[config.mk]
export PLATFORM = sky130hd
export DESIGN_NAME = lin_frame_rx
export DESIGN_NICKNAME = d
export VERILOG_FILES = /design/src/rtl/lin_pkg.sv /design/src/rtl/lin_byte_rx.sv /design/src/rtl/lin_frame_rx.sv
export SDC_FILE = /design/constraint.sdc
export NUM_CORES = 1
export LEC_CHECK = 0
export BUFFER_PORTS_ARGS = -buffer_cell sky130_fd_sc_hd__buf_2
export CAP_MARGIN = 10
export CELL_PAD_IN_SITES_DETAIL_PLACEMENT = 1
export CELL_PAD_IN_SITES_GLOBAL_PLACEMENT = 1
export CORE_ASPECT_RATIO = 1.2
export CORE_MARGIN = 2
export CORE_UTILIZATION = 52
export CTS_CLUSTER_DIAMETER = 80
export DETAILED_ROUTE_END_ITERATION = 12
export GPL_ROUTABILITY_DRIVEN = 0
export MAX_ROUTING_LAYER = met4
export PLACE_DENSITY_LB_ADDON = 0.15
export SLEW_MARGIN = 20
export SYNTH_ARGS = -nofsm -noshare
export SYNTH_HDL_FRONTEND = slang
export SYNTH_SLANG_ARGS = --single-unit
[constraint.sdc]
create_clock -name sys_clk -period 11.3 [get_ports sys_clk]
set_input_delay 1.695 -clock sys_clk [delete_from_list [all_inputs] [get_ports sys_clk]]
set_output_delay 1.695 -clock sys_clk [all_outputs]
set_load 0.02 [all_outputs]
[src/rtl/lin_pkg.sv]
// rtl/lin_pkg.sv - shared LIN receiver types, constants and helpers

package lin_pkg;

  typedef enum logic [2:0] {
    IDLE, BREAK, DELIM, SYNC, PID, DATA, CHKSUM, DONE
  } lin_state_e;

  localparam logic [7:0] SYNC_BYTE = 8'h55;
  localparam int         BREAK_MIN = 13;

  localparam int ERR_FRAMING  = 0;
  localparam int ERR_SYNC     = 1;
  localparam int ERR_PARITY   = 2;
  localparam int ERR_CHECKSUM = 3;
  localparam int ERR_TIMEOUT  = 4;

  function automatic logic [7:0] pid_protect(input logic [5:0] id);
    logic p0;
    logic p1;
    p0 = id[0] ^ id[1] ^ id[2] ^ id[4];
    p1 = ~(id[1] ^ id[3] ^ id[4] ^ id[5]);
    return {p1, p0, id};
  endfunction

  // 8-bit add with the carry folded back into bit 0
  function automatic logic [7:0] add_eac(input logic [7:0] a, input logic [7:0] b);
    logic [8:0] s;
    s = {1'b0, a} + {1'b0, b};
    return s[7:0] + {7'd0, s[8]};
  endfunction

endpackage

[src/rtl/lin_byte_rx.sv]
// rtl/lin_byte_rx.sv - LIN bit timing, start detect and 10-bit byte framing

module lin_byte_rx #(
  parameter int BIT_CYCLES = 1
) (
  input  logic       sys_clk_i,
  input  logic       rst_i,
  input  logic       sdi_i,
  input  logic       free_run_i,
  output logic       bit_tick_o,
  output logic       bit_o,
  output logic       start_o,
  output logic       byte_done_o,
  output logic [7:0] byte_o,
  output logic       stop_err_o
);

  localparam int             CW     = $clog2(BIT_CYCLES + 1);
  localparam logic [CW-1:0]  HALF_C = CW'(BIT_CYCLES / 2);
  localparam logic [CW-1:0]  LAST_C = CW'(BIT_CYCLES - 1);

  logic          run_q, run_d;
  logic [CW-1:0] cnt_q, cnt_d;
  logic [3:0]    idx_q, idx_d;
  logic [7:0]    shreg_q, shreg_d;
  logic          line_q;

  logic          active;
  logic [CW-1:0] phase;
  logic [3:0]    cur_idx;

  // a start is a falling edge seen while hunting; that cycle is phase 0 of bit 0
  assign start_o     = !run_q && line_q && !sdi_i;
  assign active      = run_q || start_o;
  assign phase       = run_q ? cnt_q : '0;
  assign cur_idx     = run_q ? idx_q : 4'd0;
  assign bit_tick_o  = active && (phase == HALF_C);
  assign bit_o       = sdi_i;
  assign byte_done_o = bit_tick_o && !free_run_i && (cur_idx == 4'd9);
  assign stop_err_o  = byte_done_o && !sdi_i;
  assign byte_o      = shreg_q;

  always_comb begin
    run_d   = run_q;
    cnt_d   = cnt_q;
    idx_d   = idx_q;
    shreg_d = shreg_q;
    if (active) begin
      run_d = 1'b1;
      cnt_d = (phase == LAST_C) ? '0 : phase + CW'(1);
      idx_d = (phase == LAST_C) ? cur_idx + 4'd1 : cur_idx;
      if (bit_tick_o) begin
        if (cur_idx != 4'd0 && cur_idx <= 4'd8) shreg_d = {sdi_i, shreg_q[7:1]};
        // free-run keeps the bit grid through a long break until the line goes recessive
        if (free_run_i ? sdi_i : (cur_idx == 4'd9)) run_d = 1'b0;
      end
    end
  end

  always_ff @(posedge sys_clk_i or posedge rst_i) begin
    if (rst_i) begin
      run_q   <= 1'b0;
      cnt_q   <= '0;
      idx_q   <= 4'd0;
      shreg_q <= 8'd0;
      line_q  <= 1'b1;
    end else begin
      run_q   <= run_d;
      cnt_q   <= cnt_d;
      idx_q   <= idx_d;
      shreg_q <= shreg_d;
      line_q  <= sdi_i;
    end
  end

endmodule

[src/rtl/lin_frame_rx.sv]
// rtl/lin_frame_rx.sv - LIN frame receiver: break/sync/PID/data/checksum decode

module lin_frame_rx import lin_pkg::*; #(
  parameter int BIT_CYCLES   = 1,
  parameter int ENHANCED     = 0,
  parameter int IDLE_TIMEOUT = 14
) (
  input  logic        sys_clk,
  input  logic        rst,
  input  logic        sdi,
  output logic [5:0]  pid,
  output logic [63:0] data,
  output logic        frame_valid,
  output logic [4:0]  err,
  output logic        busy
);

  localparam int            TO_CYCLES = IDLE_TIMEOUT * BIT_CYCLES;
  localparam int            TO_W      = $clog2(TO_CYCLES + 1);
  localparam logic [TO_W-1:0] TO_LAST = TO_W'(TO_CYCLES - 1);

  lin_state_e      state_q;
  logic [4:0]      brk_cnt_q;
  logic [2:0]      idx_q;
  logic [7:0]      sum_q;
  logic            to_run_q;
  logic [TO_W-1:0] to_cnt_q;
  logic [5:0]      pid_buf_q;
  logic [63:0]     buf_q;
  logic [5:0]      pid_q;
  logic [63:0]     data_q;
  logic            frame_valid_q;
  logic [4:0]      err_q;

  logic       bit_tick, bit_val, start, byte_done, stop_err;
  logic [7:0] rx_byte;

  lin_byte_rx #(.BIT_CYCLES(BIT_CYCLES)) u_byte_rx (
    .sys_clk_i   (sys_clk),
    .rst_i       (rst),
    .sdi_i       (sdi),
    .free_run_i  (state_q == BREAK),
    .bit_tick_o  (bit_tick),
    .bit_o       (bit_val),
    .start_o     (start),
    .byte_done_o (byte_done),
    .byte_o      (rx_byte),
    .stop_err_o  (stop_err)
  );

  always_ff @(posedge sys_clk or posedge rst) begin
    if (rst) begin
      state_q       <= IDLE;
      brk_cnt_q     <= 5'd0;
      idx_q         <= 3'd0;
      sum_q         <= 8'd0;
      to_run_q      <= 1'b0;
      to_cnt_q      <= '0;
      pid_buf_q     <= 6'd0;
      buf_q         <= 64'd0;
      pid_q         <= 6'd0;
      data_q        <= 64'd0;
      frame_valid_q <= 1'b0;
      err_q         <= 5'd0;
    end else begin
      frame_valid_q <= 1'b0;
      err_q         <= 5'd0;
      case (state_q)
        IDLE: if (bit_tick && !bit_val) begin
          state_q   <= BREAK;
          brk_cnt_q <= 5'd1;
        end
        BREAK: if (bit_tick) begin
          if (!bit_val) begin
            if (brk_cnt_q != 5'd31) brk_cnt_q <= brk_cnt_q + 5'd1;
          end else begin
            state_q <= (brk_cnt_q >= 5'(BREAK_MIN)) ? DELIM : IDLE;
          end
        end
        DELIM: if (bit_tick && !bit_val) state_q <= SYNC;
        SYNC: if (byte_done) begin
          if (stop_err) begin
            err_q[ERR_FRAMING] <= 1'b1;
            state_q            <= IDLE;
          end else if (rx_byte != SYNC_BYTE) begin
            err_q[ERR_SYNC] <= 1'b1;
            state_q         <= IDLE;
          end else begin
            state_q  <= PID;
            to_run_q <= 1'b1;
            to_cnt_q <= '0;
          end
        end
        PID: if (byte_done) begin
          if (stop_err) begin
            err_q[ERR_FRAMING] <= 1'b1;
            state_q            <= IDLE;
          end else if (rx_byte != pid_protect(rx_byte[5:0])) begin
            err_q[ERR_PARITY] <= 1'b1;
            state_q           <= IDLE;
          end else begin
            pid_buf_q <= rx_byte[5:0];
            sum_q     <= (ENHANCED != 0) ? rx_byte : 8'd0;
            idx_q     <= 3'd0;
            state_q   <= DATA;
            to_run_q  <= 1'b1;
            to_cnt_q  <= '0;
          end
        end
        DATA: if (byte_done) begin
          if (stop_err) begin
            err_q[ERR_FRAMING] <= 1'b1;
            state_q            <= IDLE;
          end else begin
            buf_q[{idx_q, 3'b000} +: 8] <= rx_byte;
            sum_q    <= add_eac(sum_q, rx_byte);
            idx_q    <= idx_q + 3'd1;
            to_run_q <= 1'b1;
            to_cnt_q <= '0;
            if (idx_q == 3'd7) state_q <= CHKSUM;
          end
        end
        CHKSUM: if (byte_done) begin
          if (stop_err) begin
            err_q[ERR_FRAMING] <= 1'b1;
            state_q            <= IDLE;
          end else if (rx_byte != ~sum_q) begin
            err_q[ERR_CHECKSUM] <= 1'b1;
            state_q             <= IDLE;
          end else begin
            frame_valid_q <= 1'b1;
            pid_q         <= pid_buf_q;
            data_q        <= buf_q;
            state_q       <= DONE;
          end
        end
        DONE:    state_q <= IDLE;
        default: state_q <= IDLE;
      endcase

      // inter-byte gap watchdog; only armed while hunting for the next start bit
      if (to_run_q) begin
        if (start) begin
          to_run_q <= 1'b0;
        end else if (to_cnt_q == TO_LAST) begin
          err_q[ERR_TIMEOUT] <= 1'b1;
          state_q            <= IDLE;
          to_run_q           <= 1'b0;
        end else begin
          to_cnt_q <= to_cnt_q + TO_W'(1);
        end
      end
    end
  end

  assign pid         = pid_q;
  assign data        = data_q;
  assign frame_valid = frame_valid_q;
  assign err         = err_q;
  assign busy        = (state_q != IDLE);

endmodule
# --- Yosys cells after proc, flatten, opt, wreduce, memory -nomap -nowiden ---
# Cells that the tools add are included.
totals:
  input_bits: 3
  out_inout_bits: 77
  elab_cells: 180
  regBits: 185
op_classes:
  n_mux: 92
  n_shift: 2
  add_sub_neg: 8
  n_reduce_logical: 24
  n_lt_le_gt_ge: 2
  n_bitwise: 12
  eq_ne: 23
op_table:
  columns: ["op", "n"]
  rows:
  - ["$mux W3", 24]
  - ["$bwmux W64", 1]
  - ["$shift A8 B8 Y64 const A", 1]
  - ["$shiftx A8 B8 Y64", 1]
  - ["$mux W4", 13]
  - ["$mux W8", 5]
  - ["$mux W1", 36]
  - ["$pmux W3 S8", 1]
  - ["$mux W5", 4]
  - ["$pmux W8 S2", 1]
  - ["$eq A3 B3 Y1 const B", 5]
  - ["$ne A2 B2 Y1 const B", 7]
  - ["$pmux W4 S3", 1]
  - ["$pmux W5 S2", 1]
  - ["$add A8 B8 Y9", 1]
  - ["$add A4 B1 Y4 const B", 2]
  - ["$add A8 B1 Y8", 1]
  - ["$eq A4 B4 Y1 const B", 2]
  - ["$logic_and A1 B1 Y1", 8]
  - ["$ne A8 B7 Y1 const B", 1]
  - ["$ne A8 B8 Y1", 1]
  - ["$neg A6 Y8", 1]
  - ["$not A8 Y8", 1]
  - ["$reduce_and A4 Y1", 2]
  - ["26 further kinds", 42]

# --- Longest topological paths before layout ---
# Gate-level depths: netlist (run 1).
depth:
  word_depth: 14
  ltp_mapped: 15
  ltp_nobuf: 15

# --- Cells and area by module ---
# Synthesis (run 1) repeated with hierarchy kept, for this count alone.
unflattened:
  cells_unflattened: 713
  hier_area_um2: 8232.9
modules_own_cells:
  columns: ["mod", "area_per_inst_um2", "cells_per_inst", "seq_area_each_um2", "n_inst"]
  rows:
  - ["lin_frame_rx", 7557.2, 655, 4254.1, 1]
  - ["lin_byte_rx", 675.6, 58, 351.6, 1]

# --- Worst setup path after synthesis (run 1) ---
# OpenSTA, ideal clock, no wires.
synth_timing:
  path_kind: "input-to-reg"
  from: "input sdi"
  to: "register data_q[26] (netlist: data[26])"
  setup_time_ns: 0.125
  n_path_buf: 2
  setup_slack_ns: 8.120
  stages: 5
  required_time_ns: 11.175
  t_arrival_ns: 3.055
  path_cell_list: "buf_2 > nand3_4 > nor4_4 > buf_6 > mux2_2"
synth_between:
  elab_chain_cells: 9
synth_lines:
  columns: ["element", "line_no", "source"]
  rows:
  - ["from (decl)", "lin_frame_rx.sv:10", "input logic sdi,"]
  - ["$logic_not A1 Y1 *", "lin_byte_rx.sv:33, lin_byte_rx.sv:40", null]
  - ["$logic_and A1 B1 Y1", "lin_byte_rx.sv:33", "assign start_o = !run_q && line_q && !sdi_i;"]
  - ["$logic_or A1 B1 Y1", "lin_byte_rx.sv:34", "assign active = run_q || start_o;"]
  - ["$logic_and A1 B1 Y1", "lin_byte_rx.sv:37", "assign bit_tick_o = active && (phase == HALF_C);"]
  - ["$logic_and A1 B1 Y1 (2 in series)", "lin_byte_rx.sv:39", "assign byte_done_o = bit_tick_o && !free_run_i && (cur_idx == 4'd9);"]
  - ["$logic_and A1 B1 Y1", "lin_byte_rx.sv:40", "assign stop_err_o = byte_done_o && !sdi_i;"]
  - ["$not A1 Y1 (no line)", null, null]
  - ["$reduce_and A4 Y1 (no line) *", null, null]
  - ["to (signal assigned)", "lin_frame_rx.sv:133", "data_q <= buf_q;"]
  - ["to (decl)", "lin_frame_rx.sv:31", "logic [63:0] data_q;"]
# Every way passes the cells marked *; elsewhere a longest branch is shown, timed or not.
# A chain may end at the register's enable or synchronous reset.

# --- Worst setup path after layout (run 1) ---
layout_timing:
  from: "input sdi"
  to: "register buf_q[37]"
layout_between:
  elab_chain_cells: 9
layout_lines:
  columns: ["element", "line_no", "source"]
  rows:
  - ["$logic_not A1 Y1 *", "lin_byte_rx.sv:33, lin_byte_rx.sv:40", null]
  - ["$logic_and A1 B1 Y1", "lin_byte_rx.sv:33", null]
  - ["$logic_or A1 B1 Y1", "lin_byte_rx.sv:34", null]
  - ["$logic_and A1 B1 Y1", "lin_byte_rx.sv:37", null]
  - ["$logic_and A1 B1 Y1 (2 in series)", "lin_byte_rx.sv:39", null]
  - ["$logic_and A1 B1 Y1", "lin_byte_rx.sv:40", null]
  - ["$not A1 Y1 (no line)", null, null]
  - ["$reduce_and A3 Y1 (no line) *", null, null]
  - ["to (signal, indexed assignment)", "lin_frame_rx.sv:115", "buf_q[{idx_q, 3'b000} +: 8] <= rx_byte;"]
  - ["to (decl)", "lin_frame_rx.sv:29", "logic [63:0] buf_q;"]
# Marks and branches as above.

==> results.txt, run 1 <==
In this run the worst setup path begins at sdi. The wire length after detailed routing was 20.1 mm. Broken down by cell family, the worst path's largest delay share belongs to simple AND/OR/NAND/NOR gates. The tools report the nature of the critical path endpoint as a flip-flop. Count of pins on the block boundary: 80. In this run the worst setup path terminates at buf_q[37]. The detailed router finished its first iteration with 314 violations. The repair_antennas step left the layout with diodes totalling 0. The post-cts sizing count was 0.

The logs give 0.321 for the normalized max-slew margin and 3910 ps for the data arrival time of the worst path. The number of nets in the finished design is 756. Initial core utilization: 0.533.

Clock tree synthesis found a total of 184 sinks. Overall fraction of global-route tracks in use: 0.257. The post-synthesis sequential element count is 184, and the count of buffer and inverter cells on the critical path is 2. The finished layout holds 948 standard cells, fillers aside. Setup violations remaining at the end of the flow were counted as 0.

The count of nets left with antenna violations once routing finished came out at 0. The H-tree was split into 4 levels. The tools report the number of fill cells as 1607. The run finished with clean final reports. Static leakage: 4.82 nW. The setup slack on the worst flop-to-flop path came out at 8020 ps. For the worst flop-to-flop path, the logic depth is 6.

Averaged over all synthesized cells, the footprint is 12.7 um^2. The post-synthesis sequential area ratio is 0.553. The signal on the critical path passes through buf_2 -> inv_2 -> nor3_1 -> o211ai_1 -> mux2_2. Post-CTS timing repair inserted 0 buffers for setup.

During placement, the flow inserted port buffers numbering 79. Width of the die: 120 um. In the final timing run, aggregate negative setup slack is 0 ps.

Setup repair after global routing left no endpoint under its margin. For the final database, setup skew stands at 10.1 ps. The logs give 4 for the number of iterations in the first detailed-routing pass and 15600 um^2 for the placeable core region.

After layout, the minimum clock period comes to 3590 ps. The register area came out at 4610 um^2. The number of failing hold endpoints at the final stage is 0, and the average wire length per cell after detail routing is 21.2 um.

Using the TritonRoute via totals, the vias-per-cell ratio works out to 5.70. On the final layout, the worst hold slack is 481 ps. For the pin with the worst max-slew slack, the measured transition is 1010 ps. The tools report the remaining design rule violation count as 0. The share of the clock period used by the worst path works out to 0.318. In this run, post-CTS hold repair placed 0 buffers. The critical path runs through a total of 5 cells.

In this run the worst hold path is classified as flip-flop to flip-flop. After legalization and detailed placement, the total HPWL measured 13.4 mm. The largest single stage delay on the critical path is 770 ps. The total instance count after detailed placement was 916. The startpoint of the most critical register-to-register path was u_byte_rx.run_q.

Counting every instance in the synthesized netlist gives 654. Counting every net in the synthesized netlist gives 683. The fraction of registers with async set or reset after synthesis works out to 1.00.

The maximum clock frequency came out at 279 MHz. The global-route wire length before repair is 32.7 mm, and the number of max-cap violations is 0. The slowest cell on the critical path was nor3_1. The synthesis warning total is 0, and the clock-pin transition on the worst setup and hold timing paths is 80 ps. In this run the clock root is driven by a clkbuf_16. The number of global-route vias before repair is 5977. Number of antenna violations at the first check in global routing: 0. The die is 143 um tall. The signed area change from the synthesized netlist to the final layout was 13.0%; the required arrival time at the worst endpoint was 11620 ps. In this run the critical register-to-register path is captured at buf_q[37].

VDD sags by at most 0.119 mV. The initialized floorplan defines 50 standard-cell rows. The most used flip-flop cell after synthesis was dfrtp_1. TritonCTS built the clock tree. Along the worst path, the maximum fanout reaches 12.

The share of cells above drive strength 1 is 0.355. The worst setup path is of the input port to flip-flop kind. The critical path startpoint category was an input port. In this run the power density over the cells is 178 nW/um^2. Yosys mapped a number of flops with a built-in enable equal to 0. The tools report the remaining global-route overflow as 0.

The clock reaches the later pin of the worst-skew pair after 440 ps. The logs give 3480 um^2 for the multi-input combinational cell area and 104 for the maximum number of pins on one net before global-route repair. The floorplan step defined a die boundary enclosing 17100 um^2. The tools report the number of buffers inserted during clock tree synthesis as 17. For this block, the via count after detailed routing is 5401.

In this run the cell area of the synthesized design comes to 8340 um^2. Counting distinct cell types in the post-synthesis netlist gives 61. The number of slew-limit violations in the final report came out at 0. The buffer levels on the longest clock path is 2.
-- metrics by stage --
stage	power, mW	cell area [um^2]	setup slack, ps	utilization
2_1_floorplan	1.00	8340	4610	-
3_3_place_gp	1.08	8840	7320	0.565
3_5_place_dp	1.10	8840	7330	0.565
4_1_cts	1.68	9410	7700	0.602
5_1_grt	1.76	9420	7540	0.602
6_report	1.67	9420	7710	0.602
-- layout make-up --
class	instances	area share
Multi-Input combinational cell	423	0.370
Inverter	20	0.00850
Clock buffer	18	0.0456
Clock inverter	14	0.0150
Sequential cell	184	0.489
Timing Repair Buffer	81	0.0440
Tap cell	208	0.0276
-- report_power, final --
part	switching [mW]	internal (mW)	total (mW)	leakage [nW]
Clock	0.286	0.292	0.579	0.274
Combinational	0.182	0.128	0.310	2.02
Sequential	0.0899	0.693	0.783	2.53
Total	0.558	1.11	1.67	4.82
-- worst min-delay path by stage --
stage              start   endpoint  slack [ps]  depth (start not counted)
2_1_floorplan  buf_q[31]  buf_q[31]         440                          2
3_3_place_gp    data[24]   data[24]         460                          1
3_5_place_dp    data[50]   data[50]         470                          1
4_1_cts         data[50]   data[50]         490                          1
5_1_grt         data[30]   data[30]         510                          1
6_report        data[50]   data[50]         480                          1
-- Yosys cell counts, types with 5 or more instances --
master      n  area share
a211oi_1    9      0.0081
a21oi_1    10      0.0060
and2_1     14       0.011
and3_1      9      0.0068
buf_2       6      0.0036
buf_6       7      0.0095
clkbuf_1   11      0.0050
dfrtp_1   183        0.55
ha_1       25       0.038
inv_1      19      0.0086
mux2_1     10       0.014
mux2_2    130        0.18
nand2_1    41       0.018
nand2_2     6      0.0045
nand3_1    12      0.0072
nand4_1     6      0.0045
nor2_1     28       0.013
nor2b_1     5      0.0038
nor3_1     13      0.0078
nor3b_1     5      0.0045
o21ai_0    24       0.014
o31ai_1     8      0.0072
xnor2_1     7      0.0074
xor2_1      8      0.0084
-- metal layers --
layer	wire length [um]	track usage	vias up	part of all wire
li1	-	-	2481	-
met1	8240	0.301	2817	0.41
met2	11100	0.462	80	0.55
met3	529	0.0419	23	0.026
met4	233	0.0681	0	0.012
met5	0	-	-	0
-- sequential cells by signal, indices dropped and copies added (netlist names) --
register,cells
pid_buf_q,6
to_cnt_q,4
to_run_q,1
state_q,3
pid,6
err,5
sum_q,8
u_byte_rx.byte_o,8
idx_q,3
u_byte_rx.idx_q,4
brk_cnt_q,5
u_byte_rx.run_q,1
frame_valid,1
buf_q,64
data,64
u_byte_rx.line_q,1
-- cells in the final DEF, fill, tap and decap left out, types with 3 or more instances in the layout --
master | Yosys | routed
a211oi_1 | 9 | 9
a21oi_1 | 10 | 10
a22o_1 | 4 | 4
and2_1 | 14 | 14
and3_1 | 9 | 9
buf_2 | 6 | 79
clkbuf_16 | 0 | 17
clkinv_4 | 0 | 4
dfrtp_1 | 183 | 183
ha_1 | 25 | 25
inv_1 | 19 | 18
inv_8 | 0 | 4
mux2_1 | 10 | 10
mux2_2 | 130 | 130
nand2_1 | 41 | 41
nand2_2 | 6 | 6
nand3_1 | 12 | 12
nand4_1 | 6 | 6
nor2_1 | 28 | 28
nor2b_1 | 5 | 5
nor3_1 | 13 | 13
nor3b_1 | 5 | 5
o211ai_1 | 4 | 4
o21a_1 | 4 | 4
o21ai_0 | 24 | 24
o31ai_1 | 8 | 8
or2_2 | 3 | 3
or3_1 | 4 | 4
xnor2_1 | 7 | 7
xor2_1 | 8 | 8
-- cell families after synthesis --
family	after synthesis	share of synthesized area
XOR/XNOR	16	0.0185
AO/OA/AOI/OAI	76	0.0597
flip-flops	184	0.553
multiplexers	142	0.192
buffers and inverters	47	0.0294
adder cells (fa/ha/maj)	26	0.0399
AND/OR/NAND/NOR	163	0.108
Power figures use the tool's default switching activity.
==> run 2, diff against run 1 <==
CORE_UTILIZATION = 48   (was 52)
clock period = 3.45 ns   (was 11.3 ns; I/O delays follow)
==> run 2 against run 1 <==
Net effect:
- first-iteration DRC count is 35% lower
- via count is 1.5% higher
- flip-flop and latch count stayed put
- cell area is 2.3% higher
- cell count is 2.5% higher
- hold slack worse by 240 ps
- utilization is 3.2 points lower
- wire length is 3.1% lower
- die area is 8.1% higher
- clock skew hardly changed
- critical path type is now flip-flop to flip-flop
- largest cell class unchanged
==> results.txt, run 2 (synthesized netlist as in run 1, its figures left out) <==
The worst reg-to-reg path cell count is 6 (unchanged), and the count of pins on the block boundary is 80 (unchanged). The critical path goes through inv_1 -> ha_1 -> ha_1 -> nor4b_1 -> o211ai_1 -> mux2_2. The worst supply voltage drop on vdd was 0.377 mV (+220%). The tools report the global-route wire length before repair as 32.2 mm (-1.5%).

The H-tree level count was 4 (unchanged); the filler-free cell count of the finished design was 972 (+2.5%). The cell seen most often among critical-path stages is ha_1. The share of cells above drive strength 1 came out at 0.370 (+0.0150). The maximum net fanout on the critical path is 14 (+2). The logs give 184 (unchanged) for the CTS sink count and 316 MHz for the maximum clock frequency. For the utilization of the core after routing, the log shows 0.570 (-0.0325). On the critical path, the stage with the largest delay is an instance of dfrtp_1. The min-delay analysis places its worst path in the category input port to async pin. The logs give 0.228 (-0.0296) for the overall fraction of global-route tracks in use and 0.272 (-0.0491) for the normalized max-slew margin. The startpoint identified for the worst register-to-register timing path is idx_q[0]. The number of global-route vias before repair was 5983 (+0.10%). The flow ran to the end, and the final reports show no timing, DRC or antenna violations.

The number of max-cap violations came out at 0 (unchanged). The placed wire-length estimate after detailed placement was 14.1 mm (+5.0%). The total power of the final layout came out at 5.71 mW (+240%).

Placeable core region: 16900 um^2 (+8.2%). The delay of the slowest critical-path stage came out at 630 ps (-140 ps). The run gives 10.1 ps (+0.0168 ps) as the setup clock skew after layout. The minimum period implied by the final worst setup slack came out at 3160 ps. The worst setup path is of the flip-flop to flip-flop kind. The clock latency of the later-clocked register in the worst-skew pair came out at 440 ps (about the same).

The number of fill cells is 1736 (+8.0%). The logs give 18400 um^2 (+8.1%) for the full die area and 2 (unchanged) for the buffer levels on the longest clock path. Antenna cell count: 0 (unchanged). TritonCTS built the clock tree. The remaining global-route overflow came out at 0 (unchanged). The tools report the number of setup buffers added after CTS as 0 (unchanged).

The number of iterations in the first detailed-routing pass was 4 (unchanged); the wire length after detailed routing was 19.5 mm (-3.1%). The via count is 5482 (+1.5%), and the count of buffer and inverter cells on the critical path is 1 (-1). The tools report the number of slew-limit violations in the final report as 0 (unchanged). The depth of the critical timing path with buffers and inverters included is 6 (+1). The library cells used most frequently in the layout, excluding fill and tap cells, are dfrtp_1 (183), mux2_2 (130), buf_2 (79). The root buffer cell chosen for the clock tree is clkbuf_16. The initial core utilization was 0.493 (-0.0402); the average wire length per cell after detail routing was 20.0 um (-5.5%). The residual antenna-violating net count after detailed routing came out at 0 (unchanged). The tools report the number of nets in the finished design as 772 (+2.1%). Setup repair after global routing left no endpoint under its margin. The tools report the number of DRC violations after detailed-routing iteration 0 as 203 (-35%). The required arrival time at the worst endpoint came out at 3770 ps (-7850 ps).

The static leakage is 4.93 nW (+2.3%), and the signed area change from the synthesized netlist to the final layout is 15.6%. The gate family responsible for the most delay along the worst path was flip-flops. STA classifies the critical path startpoint as a flip-flop. The final setup violation count is 0 (unchanged), and the number of vias per cell after detailed routing is 5.64 (-1.0%). The slew at the pin closest to its max-slew limit is 1090 ps (+73.3 ps).

The number of buffers inserted during clock tree synthesis was 17 (unchanged); the final hold slack was 246 ps (-235 ps). Share of the clock period used by the worst path: 0.917. STA classifies the critical path endpoint as a flip-flop. The number of antenna violations at the first check in global routing is 0 (unchanged), and the post-cts sizing count is 0 (unchanged).

The tools report the count of standard-cell rows as 52 (+4.0%). In this run the worst setup path begins at idx_q[0]. Leaving out fill and tap cells, the most frequent cell in the layout is dfrtp_1.

The overall die height was 148 um (+4.0%); the number of buffer cells added on primary ports was 79 (unchanged). The width of the die was 124 um (+3.9%); the total negative setup slack was 0 ps (unchanged). The total power divided by cell area was 593 nW/um^2 (+230%). The total instance count after detailed placement was 940 (+2.6%); the maximum number of pins on one net before global-route repair was 59 (-43%). The clock-pin transition on the worst setup and hold timing paths is 70 ps (about the same).

Data arrival time of the worst path: 3480 ps (-430 ps). The remaining design rule violation count is 0 (unchanged). The run gives 0 (unchanged) as the number of failing hold endpoints at the final stage. The count of hold buffers inserted by post-cts repair is 0 (unchanged).
[run 2: cell type report]
class | count | area, um^2 | share of cell area
sequential | 184 | 4610 | 0.478
multi-input combinational | 423 | 3480 | 0.362
timing repair buffer | 97 | 568 | 0.0590
clock buffer | 17 | 425 | 0.0442
tap | 216 | 270 | 0.0281
clock inverter | 15 | 201 | 0.0209
inverter | 20 | 78.8 | 0.00818
[run 2: stage by stage]
step | setup WS, ps | area (um^2)
5_1_grt | 142 | 9630
3_3_place_gp | 453 | 9010
6_report | 286 | 9630
4_1_cts | 314 | 9630
3_5_place_dp | 371 | 9010
2_1_floorplan | 569 | 8340
[run 2: worst paths after layout]
| check | end | slack (ps) |
|---|---|---|
| max | buf_q[34] | 290 |
| min | buf_q[33] | 250 |
| max reg2reg | buf_q[34] | 290 |
| min reg2reg | data[24] | 480 |
| max in group asynchronous | u_byte_rx.byte_o[2] | 2270 |
| min in group sys_clk | u_byte_rx.line_q | 310 |
[run 2: metal layers]
metal,share of wire,global-route usage,wire [um],vias to the layer above
met2,0.54,0.403,10400,87
met4,0.013,0.0612,262,0
met3,0.029,0.0410,566,22
met5,0,-,0,-
met1,0.42,0.269,8180,2869
li1,-,-,-,2504
[run 2: power by group]
part,internal (mW),switching [mW]
sequential,2.27,0.179
combinational,0.489,0.720
clock,1.11,0.934
total,3.88,1.83
